==> src/rtl/mac_const.vh <==
// Shared MAC widths and lane-mode encodings.
//   MAC_MIN_WIDTH  : width of one multiplier operand lane
//   MAC_INT_WIDTH  : width of the MAC result
//   MAC_ACC_WIDTH  : width of the accumulator initial value
//   MAC_CONF_WIDTH : width of the MAC configuration word
//   MAC_SINGLE / MAC_DUAL / MAC_QUAD : lane modes (2'd3 is illegal)
`ifndef MAC_CONST_VH
`define MAC_CONST_VH

`define MAC_MIN_WIDTH  8
`define MAC_INT_WIDTH  24
`define MAC_ACC_WIDTH  16
`define MAC_CONF_WIDTH 4

`define MAC_SINGLE 2'd0
`define MAC_DUAL   2'd1
`define MAC_QUAD   2'd2

`endif

==> src/rtl/mac_sequencer.sv <==
// mac_sequencer -- feeds operand beats into an external MAC and returns its result.
//
// A job is requested with start in IDLE. The job parameters (mode, acc_en, len,
// init_val) are latched, len operand beats are accepted over the op_valid/op_ready
// handshake and forwarded to the MAC with a one-cycle mac_en pulse per beat, the
// MAC pipeline is drained for two cycles, and mac_c is returned over the
// res_valid/res_ready handshake.
//
// Ports:
//   clk, rst                 clock, synchronous active-high reset
//   start, mode, acc_en,     job request and parameters (sampled in IDLE only)
//   len, init_val
//   abort                    job abort, present only with MAC_SEQ_ABORT_EN
//   busy                     job in progress (any state except IDLE)
//   cfg_err                  one-cycle pulse on a start with an illegal mode
//   op_valid, op_ready,      operand beat handshake; op_a holds 4 packed lanes
//   op_a, op_b
//   mac_en, mac_a0..3,       registered MAC operand interface
//   mac_b, mac_cfg
//   mac_c                    MAC result
//   res_valid, res_ready,    result handshake
//   res_data
//
// Optional feature: define MAC_SEQ_ABORT_EN to add the abort input.
`include "mac_const.vh"

module mac_sequencer #(
    parameter int LEN_WIDTH = 8
) (
    input  logic                                       clk,
    input  logic                                       rst,
    input  logic                                       start,
    input  logic [1:0]                                 mode,
    input  logic                                       acc_en,
    input  logic [LEN_WIDTH-1:0]                       len,
    input  logic [`MAC_ACC_WIDTH-1:0]                  init_val,
`ifdef MAC_SEQ_ABORT_EN
    input  logic                                       abort,
`endif
    output logic                                       busy,
    output logic                                       cfg_err,
    input  logic                                       op_valid,
    output logic                                       op_ready,
    input  logic [4*`MAC_MIN_WIDTH-1:0]                op_a,
    input  logic [`MAC_MIN_WIDTH-1:0]                  op_b,
    output logic                                       mac_en,
    output logic [`MAC_MIN_WIDTH-1:0]                  mac_a0,
    output logic [`MAC_MIN_WIDTH-1:0]                  mac_a1,
    output logic [`MAC_MIN_WIDTH-1:0]                  mac_a2,
    output logic [`MAC_MIN_WIDTH-1:0]                  mac_a3,
    output logic [`MAC_MIN_WIDTH-1:0]                  mac_b,
    output logic [`MAC_ACC_WIDTH+`MAC_CONF_WIDTH-1:0]  mac_cfg,
    input  logic [`MAC_INT_WIDTH-1:0]                  mac_c,
    output logic                                       res_valid,
    input  logic                                       res_ready,
    output logic [`MAC_INT_WIDTH-1:0]                  res_data
);

    localparam int MW = `MAC_MIN_WIDTH;
    localparam int IW = `MAC_INT_WIDTH;
    localparam int AW = `MAC_ACC_WIDTH;
    localparam int CW = `MAC_CONF_WIDTH;

    typedef enum logic [1:0] {
        IDLE   = 2'd0,
        FEED   = 2'd1,
        DRAIN  = 2'd2,
        RESULT = 2'd3
    } state_t;

    state_t                 state_reg, state_next;
    logic [1:0]             mode_reg;
    logic                   acc_en_reg;
    logic [LEN_WIDTH-1:0]   remain_reg;
    logic [AW-1:0]          init_val_reg;
    logic                   cfg_err_reg;
    logic                   mac_en_reg;
    logic [MW-1:0]          mac_b_reg;
    logic                   drain_cnt_reg;
    logic [IW-1:0]          res_data_reg;
    logic [CW-1:0]          conf;

    logic                   abort_req;
    logic                   mode_legal;
    logic                   start_ok;
    logic                   xfer;

`ifdef MAC_SEQ_ABORT_EN
    // Abort only has an effect while a job is moving data through the MAC.
    assign abort_req = abort && (state_reg == FEED || state_reg == DRAIN);
`else
    assign abort_req = 1'b0;
`endif

    assign mode_legal = (mode == `MAC_SINGLE) || (mode == `MAC_DUAL) || (mode == `MAC_QUAD);
    assign start_ok   = (state_reg == IDLE) && start && mode_legal;

    // An aborting cycle must not accept a beat the job will never use.
    assign op_ready = (state_reg == FEED) && (remain_reg != '0) && !abort_req;
    assign xfer     = op_valid && op_ready;

    // ---------------------------------------------------------------
    // FSM state register and next-state logic
    // ---------------------------------------------------------------
    always_ff @(posedge clk) begin
        if (rst) begin
            state_reg <= IDLE;
        end else begin
            state_reg <= state_next;
        end
    end

    always_comb begin
        state_next = state_reg;
        case (state_reg)
            IDLE: begin
                if (start_ok) begin
                    state_next = (len == '0) ? RESULT : FEED;
                end
            end
            FEED: begin
                if (abort_req) begin
                    state_next = IDLE;
                end else if (xfer && remain_reg == LEN_WIDTH'(1)) begin
                    state_next = DRAIN;
                end
            end
            DRAIN: begin
                if (abort_req) begin
                    state_next = IDLE;
                end else if (drain_cnt_reg) begin
                    state_next = RESULT;
                end
            end
            RESULT: begin
                if (res_ready) begin
                    state_next = IDLE;
                end
            end
            default: state_next = IDLE;
        endcase
    end

    // ---------------------------------------------------------------
    // Job parameters, beat counter, control pulses, result capture
    // ---------------------------------------------------------------
    always_ff @(posedge clk) begin
        if (rst) begin
            mode_reg      <= '0;
            acc_en_reg    <= 1'b0;
            remain_reg    <= '0;
            init_val_reg  <= '0;
            cfg_err_reg   <= 1'b0;
            mac_en_reg    <= 1'b0;
            mac_b_reg     <= '0;
            drain_cnt_reg <= 1'b0;
            res_data_reg  <= '0;
        end else begin
            cfg_err_reg <= (state_reg == IDLE) && start && !mode_legal;
            mac_en_reg  <= xfer;

            if (start_ok) begin
                mode_reg     <= mode;
                acc_en_reg   <= acc_en;
                remain_reg   <= len;
                init_val_reg <= init_val;
                // An empty job never touches the MAC, so its result is formed here.
                if (len == '0) begin
                    res_data_reg <= acc_en ? IW'(init_val) : '0;
                end
            end

            if (xfer) begin
                mac_b_reg  <= op_b;
                remain_reg <= remain_reg - LEN_WIDTH'(1);
            end

            // Two-cycle drain timer; restarts on every entry to DRAIN.
            drain_cnt_reg <= (state_reg == DRAIN) ? !drain_cnt_reg : 1'b0;

            if (state_reg == DRAIN && drain_cnt_reg && !abort_req) begin
                res_data_reg <= mac_c;
            end
        end
    end

    // ---------------------------------------------------------------
    // Per-lane operand steering: narrow modes pack into the top lanes
    // and the lanes they leave unused are forced to zero.
    // ---------------------------------------------------------------
    generate
        for (genvar gi = 0; gi < 4; gi++) begin : g_lane
            logic [MW-1:0] lane_sel;
            logic [MW-1:0] a_reg;

            always_comb begin
                lane_sel = '0;
                case (mode_reg)
                    `MAC_QUAD: lane_sel = op_a[gi*MW +: MW];
                    `MAC_DUAL: begin
                        if (gi == 2) begin
                            lane_sel = op_a[0 +: MW];
                        end else if (gi == 3) begin
                            lane_sel = op_a[MW +: MW];
                        end
                    end
                    `MAC_SINGLE: begin
                        if (gi == 3) begin
                            lane_sel = op_a[0 +: MW];
                        end
                    end
                    default: lane_sel = '0;
                endcase
            end

            always_ff @(posedge clk) begin
                if (rst) begin
                    a_reg <= '0;
                end else if (xfer) begin
                    a_reg <= lane_sel;
                end
            end
        end
    endgenerate

    // ---------------------------------------------------------------
    // Outputs
    // ---------------------------------------------------------------
    always_comb begin
        conf         = '0;
        conf[1:0]    = mode_reg;
        conf[CW-1]   = acc_en_reg;
    end

    assign busy      = (state_reg != IDLE);
    assign cfg_err   = cfg_err_reg;
    assign mac_en    = mac_en_reg;
    assign mac_a0    = g_lane[0].a_reg;
    assign mac_a1    = g_lane[1].a_reg;
    assign mac_a2    = g_lane[2].a_reg;
    assign mac_a3    = g_lane[3].a_reg;
    assign mac_b     = mac_b_reg;
    assign mac_cfg   = {init_val_reg, conf};
    assign res_valid = (state_reg == RESULT);
    assign res_data  = res_data_reg;

endmodule

==> config.mk <==
export PLATFORM = sky130hd
export DESIGN_NAME = mac_sequencer
export DESIGN_NICKNAME = d
export VERILOG_FILES = /design/src/rtl/mac_sequencer.sv
export VERILOG_INCLUDE_DIRS = /design/src /design/src/rtl
export SDC_FILE = /design/constraint.sdc
export NUM_CORES = 1
export LEC_CHECK = 0
export ABC_AREA = 1
export ABC_CLOCK_PERIOD_IN_PS = 2160
export CORE_MARGIN = 2
export CORE_UTILIZATION = 44
export CTS_BUF_LIST = sky130_fd_sc_hd__clkbuf_8
export DETAILED_ROUTE_END_ITERATION = 12
export PLACE_DENSITY = 0.79
export RECOVER_POWER = 50
export SLEW_MARGIN = 15
export SYNTH_ARGS = -nofsm -noshare
export SYNTH_HDL_FRONTEND = slang
export SYNTH_SLANG_ARGS = --single-unit
==> constraint.sdc <==
create_clock -name clk -period 2.16 [get_ports clk]
set_clock_uncertainty 0.2 [all_clocks]
set_input_delay 0.432 -clock clk [delete_from_list [all_inputs] [get_ports clk]]
set_output_delay 0.432 -clock clk [all_outputs]
set_load 0.01 [all_outputs]
# Yosys cells after proc, flatten, opt, wreduce, memory -nomap -nowiden
# Cells that the tools add are included.
# op_classes
n_addsub,1
mux,16
reduce_logical,23
n_bitwise,1
n_eq_ne,12
# op_table
op,n
two-way mux 24 bit,3
two-way mux 8 bit,4
one-hot mux 8 bit (3 select lines),1
two-way mux 16 bit,1
one-hot mux 8 bit (2 select lines),1
two-way mux 2 bit,5
== test 2 bit (second input constant),4
== test 8 x 1 -> 1 bit (second input constant),1
logical NOT 8 bit,1
one-hot mux 2 bit (4 select lines),1
nonzero test 2 bit,4
nonzero test 8 bit,1
subtractor 8 x 1 -> 8 bit (second input constant),1
logical AND 1 bit,7
== test 2 x 1 -> 1 bit (second input constant),3
logical NOT 2 bit,3
inequality test 2 x 1 -> 1 bit (second input constant),2
inequality test 2 bit (second input constant),2
AND reduction 4 bit,1
logical NOT 1 bit,2
logical OR 1 bit,2
AND reduction 2 bit,1
OR reduction 2 bit,1
NOT 1 bit,1
# totals
input_bits,96
output_inout_bits,89
wordCells,67
reg_bits,96

# Logic depth before layout (Yosys ltp)
# Gate-level depths: netlist of run 1.
# logic_depth
depth_word,6
mapped_depth,11

# Worst setup path before layout of run 1
# No wires, ideal clock.
# synth_path
path_kind,register to register
startpoint,register state_reg[0]
endpoint,"register res_data_reg[12], in the netlist res_data[12]"
required_ns,1.835
period_less_slack_ns,1.871
stages_incl_launch_ff,12
arrival_time_ns,1.545
setup_time_ns,0.125
path_slack_ns,0.289
path_buffers,1
path_cell_list,dfxtp_1 -> inv_1 -> ha_1 -> nand2_1 -> nor2_2 -> nor2_4 -> inv_2 -> nand2_1 -> nand2_2 -> buf_4 -> o21ai_0 -> a31oi_1
# synth_via
elab_chain_cells,5
elab_cells_between_ends,9
classes_between,eq/ne (1); mux (1); reduce/logical (7)
# synth_rtl
element,line,rtl
start: declaration,mac_sequencer.sv:71,"state_t state_reg, state_next;"
start signal: assignment,mac_sequencer.sv:109,state_reg <= state_next;
logical NOT 2 bit,mac_sequencer.sv:96,assign start_ok = (state_reg == IDLE) && start && mode_legal;
logical AND 1 bit (2 in a row),mac_sequencer.sv:96,
nonzero test 2 bit (no source line),-,
AND reduction 2 bit (no source line),-,
end signal: assignment,mac_sequencer.sv:169,res_data_reg <= acc_en ? IW'(init_val) : '0;
end signal: assignment,mac_sequencer.sv:182,res_data_reg <= mac_c;
end: declaration,mac_sequencer.sv:80,logic [IW-1:0] res_data_reg;
# Parallel ways exist; a longest one is shown, timed or not.
# A chain may end at the register's enable or synchronous reset.

# Worst setup path in the final report of run 1
# layout_path
startpoint,register remain_reg[0]
endpoint,output op_ready
# layout_via
elab_chain_cells,2
# layout_rtl
element,line,rtl
start: declaration,mac_sequencer.sv:74,logic [LEN_WIDTH-1:0] remain_reg;
start signal: assignment,mac_sequencer.sv:165,remain_reg <= len;
start signal: assignment,mac_sequencer.sv:175,remain_reg <= remain_reg - LEN_WIDTH'(1);
nonzero test 8 bit,mac_sequencer.sv:99,assign op_ready = (state_reg == FEED) && (remain_reg != '0) && !abort_req;
logical AND 1 bit,mac_sequencer.sv:99,
end: declaration,mac_sequencer.sv:43,"output logic op_ready,"
# No other way between the ends.

==> run_summary.xml, run 1 <==
<?xml version="1.0" encoding="UTF-8"?>
<metrics>
  <group name="detailed_routing">
    <metric name="first_iteration_detailed_routing_drc_count" unit="">209</metric>
    <metric name="ant_nets" unit="">0</metric>
    <metric name="vias_per_cell" unit="">5.26</metric>
    <metric name="drt-pass1-iter-count" unit="">5</metric>
    <metric name="finalWirelength" unit="um">13600</metric>
    <metric name="num_vias" unit="">4715</metric>
    <metric name="wire_per_inst" unit="um">15.2</metric>
    <metric name="drcViolationCount" unit="">0</metric>
  </group>
  <group name="critical_path">
    <metric name="worst_path_max_fanout" unit="">2</metric>
    <metric name="required_time_of_the_critical_path" unit="ps">1530</metric>
    <metric name="worstSetupPathType" unit="">flip-flop to output port</metric>
    <metric name="reg2reg_slack" unit="ps">170</metric>
    <metric name="worst_setup_path_end_kind" unit="">output port</metric>
    <metric name="start_kind" unit="">flip-flop</metric>
    <metric name="crit_arrival" unit="ps">1390</metric>
  </group>
  <group name="floorplanning">
    <metric name="number_of_primary_i_o_pins" unit="">185</metric>
    <metric name="initial_core_util" unit="">0.447</metric>
    <metric name="num_rows" unit="">36</metric>
    <metric name="design.core.area" unit="mm2">0.00964</metric>
    <metric name="chipWidth" unit="um">103</metric>
    <metric name="die_height" unit="um">103</metric>
    <metric name="design.die.area" unit="mm2">0.0106</metric>
  </group>
  <group name="clock_network">
    <metric name="clkTransAtPathRegs" unit="ps">100</metric>
    <metric name="cts_tree" unit="">yes</metric>
    <metric name="tritoncts.num_buffers" unit="">9</metric>
    <metric name="ctsHtreeMaxLevel" unit="">3</metric>
    <metric name="later_pin_clock_latency_in_the_skew_report" unit="ps">350</metric>
    <metric name="cts_setup_buffers" unit="">0</metric>
    <metric name="number_of_buffers_between_clock_root_and_the_deepest_sink" unit="">2</metric>
    <metric name="clock-sinks" unit="">96</metric>
    <metric name="root_buffer" unit="">sky130_fd_sc_hd__clkbuf_8</metric>
  </group>
  <group name="grt">
    <metric name="grt.total_usage" unit="">0.252</metric>
    <metric name="pin_count_of_the_biggest_net_entering_global_routing" unit="">71</metric>
    <metric name="initial_antenna_violation_count" unit="">0</metric>
    <metric name="grt_first_pass_wirelength" unit="um">21000</metric>
    <metric name="global_route.overflow_total" unit="">0</metric>
    <metric name="first_global_vias" unit="">4427</metric>
  </group>
  <group name="sta">
    <metric name="final.min_clock_period" unit="ps">2030</metric>
    <metric name="max_freq" unit="MHz">494</metric>
    <metric name="setup_viol" unit="">0</metric>
    <metric name="worst_pin_slew" unit="ps">736</metric>
    <metric name="drv_slew" unit="">0</metric>
    <metric name="post-route-period-util" unit="">0.938</metric>
    <metric name="rsz0062_at_grt" unit="">false</metric>
    <metric name="relSlewSlack" unit="">0.510</metric>
    <metric name="report.final.hold_viol_count" unit="">0</metric>
  </group>
  <group name="logic_synthesis">
    <metric name="ys_seq_elements" unit="">96</metric>
    <metric name="post_synth_num_cell_types" unit="">34</metric>
    <metric name="yosysSeqAreaShare" unit="">0.446</metric>
    <metric name="synth_common_cells" unit="">120 x sky130_fd_sc_hd__nand2_1, 120 x sky130_fd_sc_hd__nand3_1, 96 x sky130_fd_sc_hd__dfxtp_1</metric>
    <metric name="synth_edf_count" unit="">0</metric>
    <metric name="syn-cell-area" unit="mm2">0.00431</metric>
    <metric name="yosysWarningCount" unit="">0</metric>
    <metric name="synth_top_area_cells" unit="">sky130_fd_sc_hd__dfxtp_1 45%, sky130_fd_sc_hd__nand3_1 14%, sky130_fd_sc_hd__nand2_1 10%</metric>
    <metric name="synth.net_count" unit="">687</metric>
    <metric name="fraction_of_synthesized_cell_area_taken_by_the_top_area_cell_type" unit="">0.446</metric>
    <metric name="synth-main-ff-cell" unit="">sky130_fd_sc_hd__dfxtp_1</metric>
    <metric name="avgSynthCellArea" unit="um2">7.43</metric>
    <metric name="synth_async_sr_flop_share" unit="">0</metric>
    <metric name="yosys.area.top_type" unit="">sky130_fd_sc_hd__dfxtp_1</metric>
    <metric name="synthesis.instances" unit="">580</metric>
  </group>
  <group name="finish">
    <metric name="num-nets-final" unit="">865</metric>
    <metric name="syn_to_final_growth" unit="%">52.5</metric>
    <metric name="diodes" unit="">0</metric>
    <metric name="drive_gt1_frac" unit="">0.0878</metric>
    <metric name="stdcell_count" unit="">896</metric>
    <metric name="largest_register_ff_count" unit="">24</metric>
    <metric name="finalCoreUtilization" unit="">0.682</metric>
  </group>
  <group name="place">
    <metric name="buffer_ports.inserted" unit="">183</metric>
    <metric name="dp.final_hpwl" unit="um">10200</metric>
    <metric name="post-place-cells" unit="">880</metric>
    <metric name="finalWeightedCongestion" unit="">0.916</metric>
  </group>
  <group name="pwr">
    <metric name="total_power" unit="mW">5.74</metric>
    <metric name="worst_ir_drop_vdd" unit="mV">0.450</metric>
    <metric name="static-leakage-power" unit="nW">2.89</metric>
    <metric name="power.density_cell_area" unit="mW/mm2">873</metric>
  </group>
  <group name="min_path">
    <metric name="hold_class" unit="">flip-flop to flip-flop</metric>
  </group>
  <group name="run_status">
    <metric name="run_status" unit="">completed</metric>
  </group>
  <group name="run">
    <metric name="maxCapViolCount" unit="">0</metric>
  </group>
</metrics>
placed cells by master (no fill, tap or decap), types with 2 or more instances in the layout:
cell type | Yosys | final
sky130_fd_sc_hd__nor2_4 | 1 | 4
sky130_fd_sc_hd__a22o_1 | 8 | 8
sky130_fd_sc_hd__a31oi_1 | 16 | 16
sky130_fd_sc_hd__ha_2 | 0 | 4
sky130_fd_sc_hd__dfxtp_2 | 0 | 3
sky130_fd_sc_hd__inv_2 | 2 | 2
sky130_fd_sc_hd__nand2_4 | 1 | 2
sky130_fd_sc_hd__nand2_1 | 120 | 119
sky130_fd_sc_hd__buf_12 | 0 | 3
sky130_fd_sc_hd__nand3_1 | 120 | 120
sky130_fd_sc_hd__clkdlybuf4s50_1 | 0 | 115
sky130_fd_sc_hd__clkinv_4 | 0 | 2
sky130_fd_sc_hd__dlygate4sd3_1 | 0 | 65
sky130_fd_sc_hd__inv_1 | 20 | 20
sky130_fd_sc_hd__dfxtp_1 | 96 | 93
sky130_fd_sc_hd__a21oi_1 | 24 | 24
sky130_fd_sc_hd__o21ai_0 | 39 | 38
sky130_fd_sc_hd__nand4_1 | 2 | 2
sky130_fd_sc_hd__ha_1 | 11 | 7
sky130_fd_sc_hd__nand3b_1 | 2 | 2
sky130_fd_sc_hd__nand2_2 | 2 | 2
sky130_fd_sc_hd__clkinvlp_4 | 0 | 2
sky130_fd_sc_hd__a211oi_1 | 2 | 2
sky130_fd_sc_hd__nor2_1 | 53 | 53
sky130_fd_sc_hd__buf_4 | 4 | 23
sky130_fd_sc_hd__clkbuf_8 | 0 | 10
sky130_fd_sc_hd__o21ai_1 | 3 | 4
repair_timing:
action | in CTS | in global routing
gates cloned | 0 | 0
hold buffers | 0 | 0
endpoints found under the setup margin | 3 | 24
resized for setup | 6 | 14
worst max-delay path: stages (launching register included):
cell and delay, ps:
sky130_fd_sc_hd__dfxtp_2 340, sky130_fd_sc_hd__inv_1 50, sky130_fd_sc_hd__ha_2 200, sky130_fd_sc_hd__nand2_2 100
sky130_fd_sc_hd__nor2_4 50, sky130_fd_sc_hd__a21boi_4 150, sky130_fd_sc_hd__buf_2 140
per-stage QoR:
| stage | TNS (ps) | cell area (um2) | worst slack [ps] | hold WS (ps) |
|---|---|---|---|---|
| after floorplan | 0 | 4310 | 289 | 234 |
| after global placement | 0 | 6350 | 45.4 | 249 |
| after detailed placement | -387 | 6350 | -53.8 | 257 |
| after CTS | 0 | 6560 | 31.8 | 269 |
| after global routing | 0 | 6570 | 35.2 | 286 |
| final | 0 | 6570 | 134 | 267 |
layout make-up:
| class | count | area, um2 |
|---|---|---|
| Clock inverter | 6 | 67.6 |
| Sequential cell | 96 | 1930 |
| Timing Repair Buffer | 211 | 2070 |
| Fill cell | 847 | 3070 |
| Inverter | 23 | 90.1 |
| Tap cell | 133 | 166 |
| Multi-Input combinational cell | 417 | 2110 |
| Clock buffer | 10 | 138 |
cell families (layout without fill, tap and decap cells):
group                    count (synthesis)  count (layout)  synth area share
multiplexers                             1               1           0.00261
other                                    1               1          0.000870
flip-flops                              96              96             0.446
XOR/XNOR                                 1               1           0.00203
AND/OR/NAND/NOR                        308             308             0.318
AO/OA/AOI/OAI                           95              95             0.127
buffers and inverters                   67             250            0.0714
adder cells (fa/ha/maj)                 11              11            0.0319
where the power goes:
part,leakage (nW),switching [mW],internal [mW]
logic,2.00,1.33,1.04
clock network,0.104,0.650,0.572
registers,0.781,0.151,1.99
total,2.89,2.13,3.61
worst paths after layout:
check / start / endpoint / cells after the start
setup / recovery: remain_reg[0] / op_ready / 6
setup reg to reg: remain_reg[0] / mac_a3[0] / 10
hold reg to reg: mac_b[2] / mac_b[2] / 2
hold / removal: mac_b[2] / mac_b[2] / 2
per-layer routing:
metal	up-vias	GRT usage	wire (um)
met3	27	0.0800	1250
met4	0	0.0860	296
met2	215	0.419	6580
met1	2168	0.309	5460
li1	2305	-	-
met5	-	0	0
Power figures use the tool's default switching activity.
==> run 2: changes to the inputs <==
GPL_TIMING_DRIVEN = 0   (was unset)
REMOVE_ABC_BUFFERS = 1   (was unset)
==> run 2 against run 1 <==
Compared with the run above:
- clock power up 13%
- hold slack worse by 24 ps
- maximum frequency down 1.4%
- worst setup slack worse by 29 ps
- wire length up 4.5%
- sequential power about the same
- combinational power up 4%
- core utilization up 0.23 points
- register-to-register slack worse by 50 ps
- design area up 0.34%
- global-route usage up 0.47 points
- critical path type unchanged
- largest power group unchanged
- highest routed layer unchanged
==> run_summary.xml, run 2 (synthesis results as in run 1) <==
<?xml version="1.0" encoding="UTF-8"?>
<metrics>
  <group name="grt">
    <metric name="pin_count_of_the_biggest_net_entering_global_routing" unit="">38</metric>
    <metric name="global_route.overflow_total" unit="">0</metric>
    <metric name="grt_first_pass_wirelength" unit="um">21300</metric>
    <metric name="grt.total_usage" unit="">0.257</metric>
    <metric name="first_global_vias" unit="">4437</metric>
    <metric name="initial_antenna_violation_count" unit="">0</metric>
  </group>
  <group name="floorplanning">
    <metric name="chipWidth" unit="um">103</metric>
    <metric name="number_of_primary_i_o_pins" unit="">185</metric>
    <metric name="num_rows" unit="">36</metric>
    <metric name="design.die.area" unit="mm2">0.0106</metric>
    <metric name="design.core.area" unit="mm2">0.00964</metric>
    <metric name="die_height" unit="um">103</metric>
    <metric name="initial_core_util" unit="">0.447</metric>
  </group>
  <group name="sta">
    <metric name="final.min_clock_period" unit="ps">2060</metric>
    <metric name="worst_pin_slew" unit="ps">795</metric>
    <metric name="timing.setup.tns" unit="ps">0</metric>
    <metric name="rsz0062_at_grt" unit="">false</metric>
    <metric name="setup_viol" unit="">0</metric>
    <metric name="max_freq" unit="MHz">487</metric>
    <metric name="relSlewSlack" unit="">0.470</metric>
    <metric name="post-route-period-util" unit="">0.952</metric>
    <metric name="drv_slew" unit="">0</metric>
    <metric name="report.final.hold_viol_count" unit="">0</metric>
    <metric name="timing.hold.ws" unit="ps">243</metric>
  </group>
  <group name="place">
    <metric name="post-place-cells" unit="">853</metric>
    <metric name="finalWeightedCongestion" unit="">0.858</metric>
    <metric name="dp.final_hpwl" unit="um">9100</metric>
    <metric name="buffer_ports.inserted" unit="">183</metric>
    <metric name="place_area" unit="mm2">0.00611</metric>
  </group>
  <group name="critical_path">
    <metric name="worst_path_max_fanout" unit="">4</metric>
    <metric name="start_kind" unit="">flip-flop</metric>
    <metric name="critical-path-slowest-cell" unit="">sky130_fd_sc_hd__dfxtp_2</metric>
    <metric name="cp_cell_sequence" unit="">inv_1, ha_4, nand2_2, nor2_4, a21boi_4, buf_2</metric>
    <metric name="crit_arrival" unit="ps">1420</metric>
    <metric name="worstSetupPathType" unit="">flip-flop to output port</metric>
    <metric name="required_time_of_the_critical_path" unit="ps">1530</metric>
    <metric name="critical_path.n_buffers_inverters" unit="">2</metric>
    <metric name="worst_path_dominant_cell_family" unit="">flip-flops</metric>
    <metric name="biggest_cell_delay_along_the_critical_path" unit="ps">350</metric>
    <metric name="worst_setup_path_end_kind" unit="">output port</metric>
  </group>
  <group name="finish">
    <metric name="area_taken_by_multi_input_logic_gates" unit="mm2">0.00223</metric>
    <metric name="finalInstanceArea" unit="mm2">0.00659</metric>
    <metric name="nFillCells" unit="">857</metric>
    <metric name="regArea" unit="mm2">0.00193</metric>
    <metric name="stdcell_count" unit="">887</metric>
    <metric name="layout.cells.most_common" unit="">sky130_fd_sc_hd__nand3_1</metric>
    <metric name="drive_gt1_frac" unit="">0.0915</metric>
    <metric name="largest_register_ff_count" unit="">24</metric>
    <metric name="most-common-layout-cells" unit="">120 x sky130_fd_sc_hd__nand3_1, 117 x sky130_fd_sc_hd__nand2_1, 102 x sky130_fd_sc_hd__clkdlybuf4s50_1</metric>
    <metric name="num-nets-final" unit="">856</metric>
    <metric name="syn_to_final_growth" unit="%">53.0</metric>
    <metric name="diodes" unit="">0</metric>
  </group>
  <group name="pwr">
    <metric name="power.density_cell_area" unit="mW/mm2">913</metric>
    <metric name="static-leakage-power" unit="nW">2.92</metric>
    <metric name="total_power" unit="mW">6.02</metric>
    <metric name="worst_ir_drop_vdd" unit="mV">0.518</metric>
  </group>
  <group name="clock_network">
    <metric name="holdBufCountCts" unit="">0</metric>
    <metric name="tritoncts.num_buffers" unit="">9</metric>
    <metric name="later_pin_clock_latency_in_the_skew_report" unit="ps">350</metric>
    <metric name="clkTransAtPathRegs" unit="ps">90</metric>
    <metric name="root_buffer" unit="">sky130_fd_sc_hd__clkbuf_8</metric>
    <metric name="cts_tree" unit="">yes</metric>
    <metric name="number_of_buffers_between_clock_root_and_the_deepest_sink" unit="">2</metric>
    <metric name="ctsHtreeMaxLevel" unit="">3</metric>
    <metric name="clock-sinks" unit="">96</metric>
  </group>
  <group name="run">
    <metric name="maxCapViolCount" unit="">0</metric>
  </group>
  <group name="detailed_routing">
    <metric name="wire_per_inst" unit="um">16.0</metric>
    <metric name="first_iteration_detailed_routing_drc_count" unit="">192</metric>
    <metric name="num_vias" unit="">4727</metric>
    <metric name="drt-pass1-iter-count" unit="">5</metric>
    <metric name="vias_per_cell" unit="">5.33</metric>
    <metric name="drcViolationCount" unit="">0</metric>
    <metric name="finalWirelength" unit="um">14200</metric>
    <metric name="ant_nets" unit="">0</metric>
  </group>
  <group name="min_path">
    <metric name="hold_class" unit="">flip-flop to flip-flop</metric>
  </group>
  <group name="run_status">
    <metric name="run_status" unit="">completed</metric>
  </group>
</metrics>
-- run 2: cell count changes in the layout (fill, tap and decap cells not counted), moves of 3 or more --
cell | previous run | this run
sky130_fd_sc_hd__dlygate4sd3_1 | 65 | 77
sky130_fd_sc_hd__ha_4 | 0 | 3
sky130_fd_sc_hd__buf_4 | 23 | 11
sky130_fd_sc_hd__inv_1 | 20 | 17
sky130_fd_sc_hd__nand2_4 | 2 | 5
sky130_fd_sc_hd__clkdlybuf4s50_1 | 115 | 102
-- run 2: cell type report --
cell class	count	area share
Timing Repair inverter	1	0.000949
Clock inverter	7	0.0169
Tap cell	133	0.0252
Timing Repair Buffer	195	0.292
Clock buffer	9	0.0188
Inverter	23	0.0156
Sequential cell	96	0.293
Multi-Input combinational cell	423	0.338
-- run 2: per-layer routing --
metal	vias up	routed length [um]	GRT usage
li1	2294	-	-
met1	2187	5590	0.308
met2	222	6760	0.431
met3	24	1570	0.0820
met4	0	270	0.0951
met5	-	0	0
-- run 2: worst paths after layout --
path,depth (start not counted),from,slack [ps],endpoint
max,6,remain_reg[0],100,op_ready
min reg2reg,1,remain_reg[0],240,remain_reg[0]
max reg2reg,9,remain_reg[0],120,remain_reg[5]
min,1,remain_reg[0],240,remain_reg[0]
-- run 2: worst register-to-register path: cells and delay by family (launching register included) --
family                     cells  cell delay, ps
buffers and inverters          2             310
AOI/OAI and AO/OA              3             460
adders and majority gates      1             190
and+or+nand+nor                3             400
DFF                            1             350
-- run 2: metrics by stage --
stage                      util  setup WS (ps)
final                     0.684            105
after global routing      0.684           15.3
after CTS                 0.681           17.2
after detailed placement  0.634          -1280
after global placement    0.631          -2320
after floorplan               -           -275
-- run 2: where the power goes --
part	switching (mW)	leakage (nW)	internal, mW
Clock	0.618	0.120	0.761
Sequential	0.172	0.782	2.00
Combinational	1.45	2.02	1.02
Total	2.24	2.92	3.78
-- run 2: what timing repair did --
| action | 4_1_cts | 5_1_grt |
|---|---|---|
| pin swaps | 8 | 1 |
| buffers inserted | 11 | 0 |
| endpoints found under the setup margin | 88 | 65 |
| cloned | 6 | 1 |
| resized for setup | 33 | 13 |
==> run 3: changes to the inputs <==
CORE_MARGIN = 10   (was 2)
PLACE_DENSITY = 0.8   (was 0.79)
==> run 3 against run 2 <==
Compared with the run above:
- total power decreased by 2.0%
- sequential cell count unchanged
- count of clock-buffer cells in the layout is 1 higher
- critical path type unchanged
- maximum frequency down 1.9%
- cell count rose by 0.11%
- critical path depth is the same
- first-iteration DRC count rose by 140%
- sequential power is essentially flat
- clock power down 13%
- wire length up 14%
- largest power group unchanged
- design area about the same
- die area grew 33%
==> run_summary.xml, run 3 (synthesis results as in run 1) <==
<?xml version="1.0" encoding="UTF-8"?>
<metrics>
  <group name="clock_network">
    <metric name="clkTransAtPathRegs" unit="ps">90</metric>
    <metric name="number_of_buffers_between_clock_root_and_the_deepest_sink" unit="">2</metric>
    <metric name="clock-sinks" unit="">96</metric>
    <metric name="later_pin_clock_latency_in_the_skew_report" unit="ps">360</metric>
    <metric name="root_buffer" unit="">sky130_fd_sc_hd__clkbuf_8</metric>
    <metric name="cts_tree" unit="">yes</metric>
    <metric name="tritoncts.num_buffers" unit="">9</metric>
    <metric name="ctsHtreeMaxLevel" unit="">3</metric>
    <metric name="holdBufCountCts" unit="">0</metric>
  </group>
  <group name="finish">
    <metric name="largest_register_ff_count" unit="">24</metric>
    <metric name="nFillCells" unit="">823</metric>
    <metric name="stdcell_count" unit="">888</metric>
    <metric name="drive_gt1_frac" unit="">0.0914</metric>
    <metric name="syn_to_final_growth" unit="%">52.8</metric>
    <metric name="num-nets-final" unit="">857</metric>
    <metric name="layout.cells.most_common" unit="">sky130_fd_sc_hd__nand3_1</metric>
    <metric name="most-common-layout-cells" unit="">120 x sky130_fd_sc_hd__nand3_1, 117 x sky130_fd_sc_hd__nand2_1, 102 x sky130_fd_sc_hd__clkdlybuf4s50_1</metric>
    <metric name="diodes" unit="">0</metric>
    <metric name="finalInstanceArea" unit="mm2">0.00659</metric>
  </group>
  <group name="sta">
    <metric name="timing.hold.ws" unit="ps">263</metric>
    <metric name="setup_viol" unit="">0</metric>
    <metric name="relSlewSlack" unit="">0.459</metric>
    <metric name="worst_pin_slew" unit="ps">812</metric>
    <metric name="rsz0062_at_grt" unit="">false</metric>
    <metric name="max_freq" unit="MHz">477</metric>
    <metric name="post-route-period-util" unit="">0.970</metric>
    <metric name="drv_slew" unit="">0</metric>
    <metric name="report.final.hold_viol_count" unit="">0</metric>
    <metric name="timing.final.ws_setup" unit="ps">64.9</metric>
    <metric name="final.min_clock_period" unit="ps">2100</metric>
  </group>
  <group name="grt">
    <metric name="grt.total_usage" unit="">0.218</metric>
    <metric name="first_global_vias" unit="">4906</metric>
    <metric name="global_route.overflow_total" unit="">0</metric>
    <metric name="pin_count_of_the_biggest_net_entering_global_routing" unit="">39</metric>
    <metric name="grt_first_pass_wirelength" unit="um">25600</metric>
    <metric name="initial_antenna_violation_count" unit="">0</metric>
  </group>
  <group name="critical_path">
    <metric name="worst_path_max_fanout" unit="">4</metric>
    <metric name="cp_cell_sequence" unit="">inv_1, ha_2, nand2_2, nor2_4, a21boi_4, buf_2</metric>
    <metric name="worstSetupPathType" unit="">flip-flop to output port</metric>
    <metric name="crit_arrival" unit="ps">1460</metric>
    <metric name="required_time_of_the_critical_path" unit="ps">1530</metric>
    <metric name="worst_setup_path_end_kind" unit="">output port</metric>
    <metric name="start_kind" unit="">flip-flop</metric>
    <metric name="biggest_cell_delay_along_the_critical_path" unit="ps">360</metric>
    <metric name="critical-path-slowest-cell" unit="">sky130_fd_sc_hd__dfxtp_2</metric>
  </group>
  <group name="floorplanning">
    <metric name="number_of_primary_i_o_pins" unit="">185</metric>
    <metric name="chipWidth" unit="um">119</metric>
    <metric name="design.die.area" unit="mm2">0.0142</metric>
    <metric name="initial_core_util" unit="">0.447</metric>
    <metric name="die_height" unit="um">119</metric>
    <metric name="num_rows" unit="">36</metric>
    <metric name="design.core.area" unit="mm2">0.00964</metric>
  </group>
  <group name="place">
    <metric name="post-place-cells" unit="">853</metric>
    <metric name="place_area" unit="mm2">0.00611</metric>
    <metric name="dp_worst_setup_slack" unit="ps">-1320</metric>
    <metric name="finalWeightedCongestion" unit="">0.849</metric>
    <metric name="dp.final_hpwl" unit="um">10900</metric>
    <metric name="buffer_ports.inserted" unit="">183</metric>
  </group>
  <group name="detailed_routing">
    <metric name="drcViolationCount" unit="">0</metric>
    <metric name="vias_per_cell" unit="">5.45</metric>
    <metric name="wire_per_inst" unit="um">18.2</metric>
    <metric name="num_vias" unit="">4844</metric>
    <metric name="drt-pass1-iter-count" unit="">5</metric>
    <metric name="finalWirelength" unit="um">16200</metric>
    <metric name="ant_nets" unit="">0</metric>
    <metric name="first_iteration_detailed_routing_drc_count" unit="">452</metric>
  </group>
  <group name="pwr">
    <metric name="power.density_cell_area" unit="mW/mm2">895</metric>
    <metric name="worst_ir_drop_vdd" unit="mV">0.448</metric>
    <metric name="static-leakage-power" unit="nW">2.92</metric>
    <metric name="total_power" unit="mW">5.89</metric>
  </group>
  <group name="run_status">
    <metric name="run_status" unit="">completed</metric>
  </group>
  <group name="run">
    <metric name="maxCapViolCount" unit="">0</metric>
  </group>
  <group name="min_path">
    <metric name="hold_class" unit="">flip-flop to flip-flop</metric>
  </group>
</metrics>
==> run 3: cell type report <==
class,instances,area [um2],area share
inverters,23,108,0.0163
repair buffers,196,1950,0.296
clock inverters,6,60.1,0.00912
repair inverters,1,8.76,0.00133
multi-input cells,423,2230,0.338
flip-flops and latches,96,1930,0.293
clock buffers,10,138,0.0209
well taps,133,166,0.0253
==> run 3: metrics by stage <==
step	setup TNS [ps]	util
after global placement	-168480	0.631
after floorplan	-5220	-
final	0	0.683
after CTS	0	0.675
after global routing	0	0.683
after detailed placement	-96110	0.634
==> run 3: worst paths after layout <==
path | end | cells after the start | startpoint | slack (ps)
worst max register to register | remain_reg[4] | 12 | remain_reg[0] | 90
worst max-delay path | op_ready | 6 | remain_reg[0] | 60
worst min register to register | mac_b[0] | 2 | mac_b[0] | 260
worst min-delay path | mac_b[0] | 2 | mac_b[0] | 260
==> run 3: where the power goes <==
part	total [mW]	switching (mW)	internal [mW]	leakage, nW
Sequential	2.17	0.175	1.99	0.782
Clock	1.20	0.641	0.562	0.103
Combinational	2.52	1.47	1.05	2.04
==> run 3: critical path: cells and delay by family, from the launching register on <==
family	cells	cell delay (ps)
compound gates	1	150
fa+ha+maj	1	210
flops	1	360
buf+inv	2	230
simple gates	2	150
==> run 3: what timing repair did <==
item	4_1_cts	5_1_grt
setup buffers	6	6
pin swaps	9	1
gates resized for setup	34	9
cloned	6	1
endpoints found under the setup margin	88	57
==> run 3: metal layers <==
metal / vias up / global-route usage / part of all wire
met3: 21 / 0.0997 / 0.13
met1: 2282 / 0.249 / 0.39
li1: 2290 / - / -
met5: - / 0 / 0
met4: 0 / 0.0588 / 0.013
met2: 251 / 0.361 / 0.46
